**src/rtl/updn_cmd_ctrl.sv**
```systemverilog
// Button front-end for the 5-bit up/down counter: sync, debounce,
// auto-repeat and limit masking into one-cycle Cmd_* pulses.
module updn_cmd_ctrl #(
  parameter int WIDTH        = 5,
  parameter int DB_CYCLES    = 4,
  parameter int REPEAT_DELAY = 16,
  parameter int REPEAT_RATE  = 4
) (
  input  logic             CLK,
  input  logic             RST,
  input  logic             Btn_Up,
  input  logic             Btn_Dn,
  input  logic             Btn_Load,
  input  logic [WIDTH-1:0] Sw_In,
  input  logic             High,
  input  logic             Low,
  output logic             Cmd_Up,
  output logic             Cmd_Down,
  output logic             Cmd_Load,
  output logic [WIDTH-1:0] Cmd_In
);

  localparam int CW   = (DB_CYCLES > 2) ? $clog2(DB_CYCLES) : 1;
  localparam int TMAX = (REPEAT_DELAY > REPEAT_RATE) ?
                        REPEAT_DELAY : REPEAT_RATE;
  localparam int TW   = $clog2(TMAX);

  localparam int B_UP = 0;
  localparam int B_DN = 1;
  localparam int B_LD = 2;

  typedef enum logic [1:0] {
    S_IDLE,
    S_FIRST,
    S_REPEAT
  } state_t;

  logic [2:0]       w_btn;
  logic [2:0]       w_press;
  logic             w_dir_lvl;

  logic [2:0]       r_s1;
  logic [2:0]       r_s2;
  logic [WIDTH-1:0] r_sw1;
  logic [WIDTH-1:0] r_sw2;
  logic [2:0]       r_db;
  logic [2:0]       r_dbq;
  logic [CW-1:0]    r_cnt [3];

  state_t           r_state;
  logic             r_dir;
  logic [TW-1:0]    r_tmr;

  assign w_btn   = {Btn_Load, Btn_Dn, Btn_Up};
  assign w_press = r_db & ~r_dbq;
  // r_dir = 1 means the hold being tracked is Down
  assign w_dir_lvl = r_dir ? r_db[B_DN] : r_db[B_UP];

  always_ff @(posedge CLK or posedge RST) begin
    if (RST) begin
      r_s1  <= '0;
      r_s2  <= '0;
      r_sw1 <= '0;
      r_sw2 <= '0;
    end else begin
      r_s1  <= w_btn;
      r_s2  <= r_s1;
      r_sw1 <= Sw_In;
      r_sw2 <= r_sw1;
    end
  end

  // Count consecutive samples that disagree with the accepted level
  always_ff @(posedge CLK or posedge RST) begin
    if (RST) begin
      r_db  <= '0;
      r_dbq <= '0;
      for (int i = 0; i < 3; i++)
        r_cnt[i] <= '0;
    end else begin
      r_dbq <= r_db;
      for (int i = 0; i < 3; i++) begin
        if (r_s2[i] == r_db[i]) begin
          r_cnt[i] <= '0;
        end else if (r_cnt[i] == CW'(DB_CYCLES - 1)) begin
          r_db[i]  <= r_s2[i];
          r_cnt[i] <= '0;
        end else begin
          r_cnt[i] <= r_cnt[i] + 1'b1;
        end
      end
    end
  end

  always_ff @(posedge CLK or posedge RST) begin
    if (RST) begin
      r_state  <= S_IDLE;
      r_dir    <= 1'b0;
      r_tmr    <= '0;
      Cmd_Up   <= 1'b0;
      Cmd_Down <= 1'b0;
      Cmd_Load <= 1'b0;
      Cmd_In   <= '0;
    end else begin
      Cmd_Up   <= 1'b0;
      Cmd_Down <= 1'b0;
      Cmd_Load <= 1'b0;
      if (w_press[B_LD]) begin
        Cmd_Load <= 1'b1;
        Cmd_In   <= r_sw2;
        r_state  <= S_IDLE;
      end else begin
        unique case (r_state)
          S_IDLE: begin
            if (w_press[B_DN]) begin
              Cmd_Down <= ~Low;
              r_dir    <= 1'b1;
              r_tmr    <= TW'(REPEAT_DELAY - 1);
              r_state  <= S_FIRST;
            end else if (w_press[B_UP]) begin
              Cmd_Up   <= ~High;
              r_dir    <= 1'b0;
              r_tmr    <= TW'(REPEAT_DELAY - 1);
              r_state  <= S_FIRST;
            end
          end
          S_FIRST, S_REPEAT: begin
            if (!w_dir_lvl) begin
              r_state <= S_IDLE;
            end else if (r_tmr == '0) begin
              if (r_dir)
                Cmd_Down <= ~Low;
              else
                Cmd_Up   <= ~High;
              r_tmr   <= TW'(REPEAT_RATE - 1);
              r_state <= S_REPEAT;
            end else begin
              r_tmr <= r_tmr - 1'b1;
            end
          end
          default: r_state <= S_IDLE;
        endcase
      end
    end
  end

endmodule

```
**config.mk**
```make
export PLATFORM = sky130hd
export DESIGN_NAME = updn_cmd_ctrl
export DESIGN_NICKNAME = d
export VERILOG_FILES = /design/src/rtl/updn_cmd_ctrl.sv
export SDC_FILE = /design/constraint.sdc
export NUM_CORES = 1
export LEC_CHECK = 0
export BUFFER_PORTS_ARGS = -buffer_cell sky130_fd_sc_hd__buf_4
export CELL_PAD_IN_SITES_DETAIL_PLACEMENT = 0
export CELL_PAD_IN_SITES_GLOBAL_PLACEMENT = 1
export CORE_ASPECT_RATIO = 1.25
export CORE_MARGIN = 5
export CORE_UTILIZATION = 39
export CTS_BUF_LIST = sky130_fd_sc_hd__clkbuf_8
export CTS_CLUSTER_DIAMETER = 40
export DETAILED_ROUTE_END_ITERATION = 7
export PLACE_DENSITY = 0.69
export SLEW_MARGIN = 20
export SYNTH_ARGS = -nofsm -noshare
export SYNTH_HDL_FRONTEND = slang
export SYNTH_SLANG_ARGS = --single-unit
```
**constraint.sdc**
```tcl
create_clock -name CLK -period 1.54 [get_ports CLK]
set_clock_uncertainty 0.15 [all_clocks]
set_input_delay 0.231 -clock CLK [delete_from_list [all_inputs] [get_ports CLK]]
set_output_delay 0.231 -clock CLK [all_outputs]
set_load 0.05 [all_outputs]
```
### After elaboration in Yosys (flattened, before gate mapping)

Index checks and enable logic that the tools add are counted.

| word-level totals | value |
|---|---|
| bits of input ports | 12 |
| output and inout port bits | 8 |
| flip-flop bits (word level) | 43 |

| cells by class | value |
|---|---|
| reductions and logical operators | 11 |
| add/sub/neg operators | 4 |
| bitwise gates (word level) | 8 |
| equality and inequality tests | 12 |
| mux-type cells | 34 |

Operators with widths:

| kind | count |
|---|---|
| $mux 2 | 11 |
| $mux 4 | 4 |
| $mux 1 | 15 |
| $eq 2x2->1 const B | 4 |
| $ne 4x4->1 const B | 2 |
| $pmux 4 s2 | 1 |
| $reduce_and 2->1 | 4 |
| $add 2x1->2 const B | 3 |
| $not 1->1 | 6 |
| $logic_not 4->1 | 1 |
| $pmux 1 s2 | 2 |
| $pmux 2 s2 | 1 |
| $reduce_and 4->1 | 1 |
| $reduce_bool 2->1 | 2 |
| $sub 4x1->4 const B | 1 |
| $and 3x3->3 | 1 |
| $eq 1x1->1 | 3 |
| $ne 3x3->1 const B | 1 |
| $not 3->3 | 1 |
| $reduce_and 3->1 | 1 |
| $eq 2x1->1 const B | 1 |
| $logic_not 2->1 | 1 |
| $ne 2x2->1 const B | 1 |
| $reduce_or 2->1 | 1 |

### Logic depth before layout (Yosys ltp)

| depth | value |
|---|---|
| depth in word-level cells | 6 |
| depth in mapped cells | 6 |
| gate-level depth less buffers | 6 |

### Least setup slack after synthesis

No wires, ideal clock.

| path | value |
|---|---|
| path type | register to register |
| start point | reg r_state[0] |
| end point | reg r_tmr[0] |
| setup time | 0.123 ns |
| arrival | 1.346 ns |
| buffers on the path | 0 |
| stages on the path, launching flop included | 6 |
| path slack | -0.079 ns |
| cell sequence | dfrtp_1 inv_1 ha_1 nand3_4 or2_1 o221a_1 |

| between the ends | value |
|---|---|
| cells in the longest elaborated chain, start to end | 4 |
| elaborated cells on any way between the ends | 9 |
| those cells by class | eq/ne: 4; mux: 1; reduce/logical: 4 |

Ends and longest elaborated chain:

| what | line | RTL |
|---|---|---|
| start: declaration | 50 | `state_t r_state;` |
| start signal: assignment | 97 | `r_state <= S_IDLE;` |
| start signal: assignment | 111 | `r_state <= S_IDLE;` |
| start signal: assignment | 119 | `r_state <= S_FIRST;` |
| $eq 2x1->1 / $eq 2x2->1 (equally long branches) | 113 | `unique case (r_state)` |
| $reduce_or 2->1 | 113 |  |
| $ne 2x2->1 (no source line) / $reduce_bool 2->1 (equally long branches) | -- |  |
| $reduce_and 4->1 (no source line) | -- |  |
| end signal: assignment | 118 | `r_tmr <= TW'(REPEAT_DELAY - 1);` |
| end signal: assignment | 123 | `r_tmr <= TW'(REPEAT_DELAY - 1);` |
| end signal: assignment | 135 | `r_tmr <= TW'(REPEAT_RATE - 1);` |
| end: declaration | 52 | `logic [TW-1:0] r_tmr;` |

Parallel ways exist; a longest one is shown, timed or not.
A chain may end at the register's enable or synchronous reset.

### Worst setup path after layout

| path | value |
|---|---|
| start point | reg r_state[1] |
| end point | reg r_tmr[0] |

Same word-level chain as after synthesis.

==> metrics.yaml <==
start_kind: "register"
finalHoldViolations: 0
top_usage_layer: "met2"
worstHoldPathType: "reg2reg"
netSwitchingFraction_pct: 36.87
synth_fp_nets: 147
reg2reg_from: "r_state[1]"
power.internal_w: 0.002650
timing_worst_setup_path_type: "reg2reg"
end_kind: "register"
die_w_um: 67.90
finalWirelength_mm: 2.833
fmax_mhz: 665.3
grt_max_degree: 44
power_switching_w: 0.001548
syn2layout_area_growth_pct: 37.98
cts_buffers: 5
drc: 0
r2r_cells: 5
start_util_pct: 40.18
rr_endpoint: "r_tmr[0]"
synth_area_um2: 1634
ys_types: 33
whs_endpoint: "r_sw2[2]"
ant_nets: 0
cts.sinks: 43
cts-root-buf: "clkbuf_8"
routed_via_density: 4.698
h-tree-depth: 2
die_y_um: 82.37
p_per_area_nw_per_um2: 1862
clk_pin_slew_ps: 80
vias: 1137
slew_violations: 0
synthCells: 129
vdd_ir_drop_max_mv: 0.7808
ys.flop_type: "dfrtp_1"
antenna_found_initial: 0
cp.required_ps: 1570
rows: 26
drive_gt1_share_pct: 34.41
yosysSeqAreaShare_pct: 65.85
relSlewSlack_pct: 83.56
clock_latency_ps: 290
rsz0062_at_grt: "true"
status: "finished clean"
hold-path-cell-count: 0
grtUsageTotal_pct: 12.10
final_util_pct: 55.45
nets: 203
p_leak_nw: 1.089
post_drt_wl_per_cell_um: 11.71
seqPwrFrac_pct: 38.4
setup_viol: 0
period_share_pct: 97.60
synth_edf_count: 0
comb_power_share_pct: 44.3
clockBufferDepth: 2
syn_avg_cell_area_um2: 12.67
ys_warn_count: 0
cts_tree: "built"
dieArea_um2: 5593
grt.met1_usage_pct: 13.97
grt_first_pass_wirelength_mm: 4.988
cap_violations: 0
hpwlAfterDp_mm: 1.939
total_power_w: 0.004198
worstMarginPinSlew_ps: 246.6
fin_crit_ps: 1503
drtPass1Iterations: 4
dr.first_iter.drc_count: 47
pwr-share-clk_pct: 17.3
numPortBuffers: 19
crit_fanout: 5
ys_seq_elements: 43
r2r_slack_ps: 40
antenna_cells: 0
grt_pass1_vias: 1136
fillers: 359
arrival_ps: 1530
dp.cells: 218
num_io_pins: 20
grt_util_met3_pct: 4.060
hp-start: "r_sw1[2]"
async_flop_share_pct: 100.0
finalWeightedCongestion: 0.8278
overflow: 0
grt_util_met2_pct: 19.96
layout.cells.non_filler: 242
core-area_um2: 4066
area by class of cell:
type / count / area (um2) / area share, %
clock buffer: 6 / 82.58 / 3.663
clock inverter: 2 / 12.51 / 0.5549
inverter: 9 / 33.78 / 1.498
multi-input combinational: 76 / 564.3 / 25.03
tap: 56 / 70.07 / 3.108
timing repair buffer: 50 / 415.4 / 18.42
sequential: 43 / 1076 / 47.72
layer usage:
layer,vias up,routed length [um]
met4,0,57
met2,30,1425
met3,5,126
li1,552,-
met1,550,1223
met5,-,0
cells in the mapped netlist, types with 3 or more instances:
cell     instances  area, um2
xnor2_1          3      26.28
nor3_1           4      20.02
ha_1             6      75.07
nand3_1          3      15.01
a21oi_1          8      40.04
inv_1            8      30.03
mux2_2           3      33.78
nor2b_1          3      18.77
nand2_1         19      71.32
dfrtp_1         43       1076
nand4_1          3      18.77
power by group through the flow:
stage	sequential, W	clock (W)	combinational, W
finish	0.00161	0.000725	0.00186
global placement	0.00161	0	0.00172
detailed placement	0.00163	0	0.00174
global route	0.00165	0.000820	0.00202
CTS	0.00161	0.000764	0.00181
floorplan	0.00191	0	0.000894
metrics by stage:
step	setup TNS (ps)	hold WS [ps]	setup slack (ps)	instance area [um2]
3_5_place_dp	-38.34	173.4	-30.19	1987
2_1_floorplan	0	112.4	21.68	1657
6_report	0	201.2	36.98	2255
5_1_grt	-169.3	215.7	-57.27	2255
4_1_cts	0	202.9	1.578	2220
3_3_place_gp	-1.147	164.1	-1.147	1987
registers in the layout, indices dropped and copies added, names as in the netlist:
register / count
r_cnt: 6
Cmd_Load: 1
Cmd_Down: 1
r_db: 3
r_sw2: 5
r_state: 2
r_dbq: 3
r_sw1: 5
r_s1: 3
r_s2: 3
Cmd_Up: 1
r_tmr: 4
Cmd_In: 5
r_dir: 1
cells by family after synthesis:
| family | count (synthesis) | share of synthesized area (%) |
|---|---|---|
| and+or+nand+nor | 46 | 15.62 |
| AOI/OAI and AO/OA | 17 | 6.816 |
| buffers and inverters | 10 | 2.527 |
| DFF | 43 | 65.85 |
| muxes | 4 | 2.986 |
| xor gates and xnor gates | 3 | 1.608 |
| adders and majority gates | 6 | 4.594 |
cell usage in the layout (no fill, tap or decap), types with 2 or more instances in the layout:
master / count
a21oi_1: 8
a2bb2oi_1: 2
buf_4: 38
clkbuf_8: 6
dfrtp_1: 43
dlygate4sd3_1: 11
ha_1: 4
ha_4: 2
inv_1: 5
inv_2: 4
mux2_2: 3
nand2_1: 19
nand2b_2: 2
nand3_1: 3
nand4_1: 3
nor2_1: 2
nor2b_1: 3
nor3_1: 4
xnor2_1: 3
repair_timing:
action / 4_1_cts / 5_1_grt
pin swaps: 2 / 7
endpoints found under the setup margin: 3 / 5
hold buffers: 11 / 0
buffers inserted: 2 / 3
gates resized for setup: 2 / 7
hold endpoints to repair: 53 / 0
how the worst max path moves through the flow:
stage / start / slack (ps) / cells past startpoint / end
finish: r_state[1] / 40 / 5 / r_tmr[0]
CTS: r_state[1] / 2 / 5 / r_tmr[0]
detailed placement: r_state[1] / -30 / 5 / r_tmr[0]
global placement: r_state[1] / -1 / 5 / r_tmr[0]
floorplan: r_state[0] / 20 / 5 / r_tmr[0]
global route: r_tmr[0] / -60 / 6 / r_state[0]
worst max-delay path, cell delays in order (launching register included):
cell and delay [ps]:
dfrtp_1 360, inv_2 50, ha_4 290, nand3_4 80
or2_4 260, o221a_1 200
Note: power is estimated with default switching activity, not from simulation.
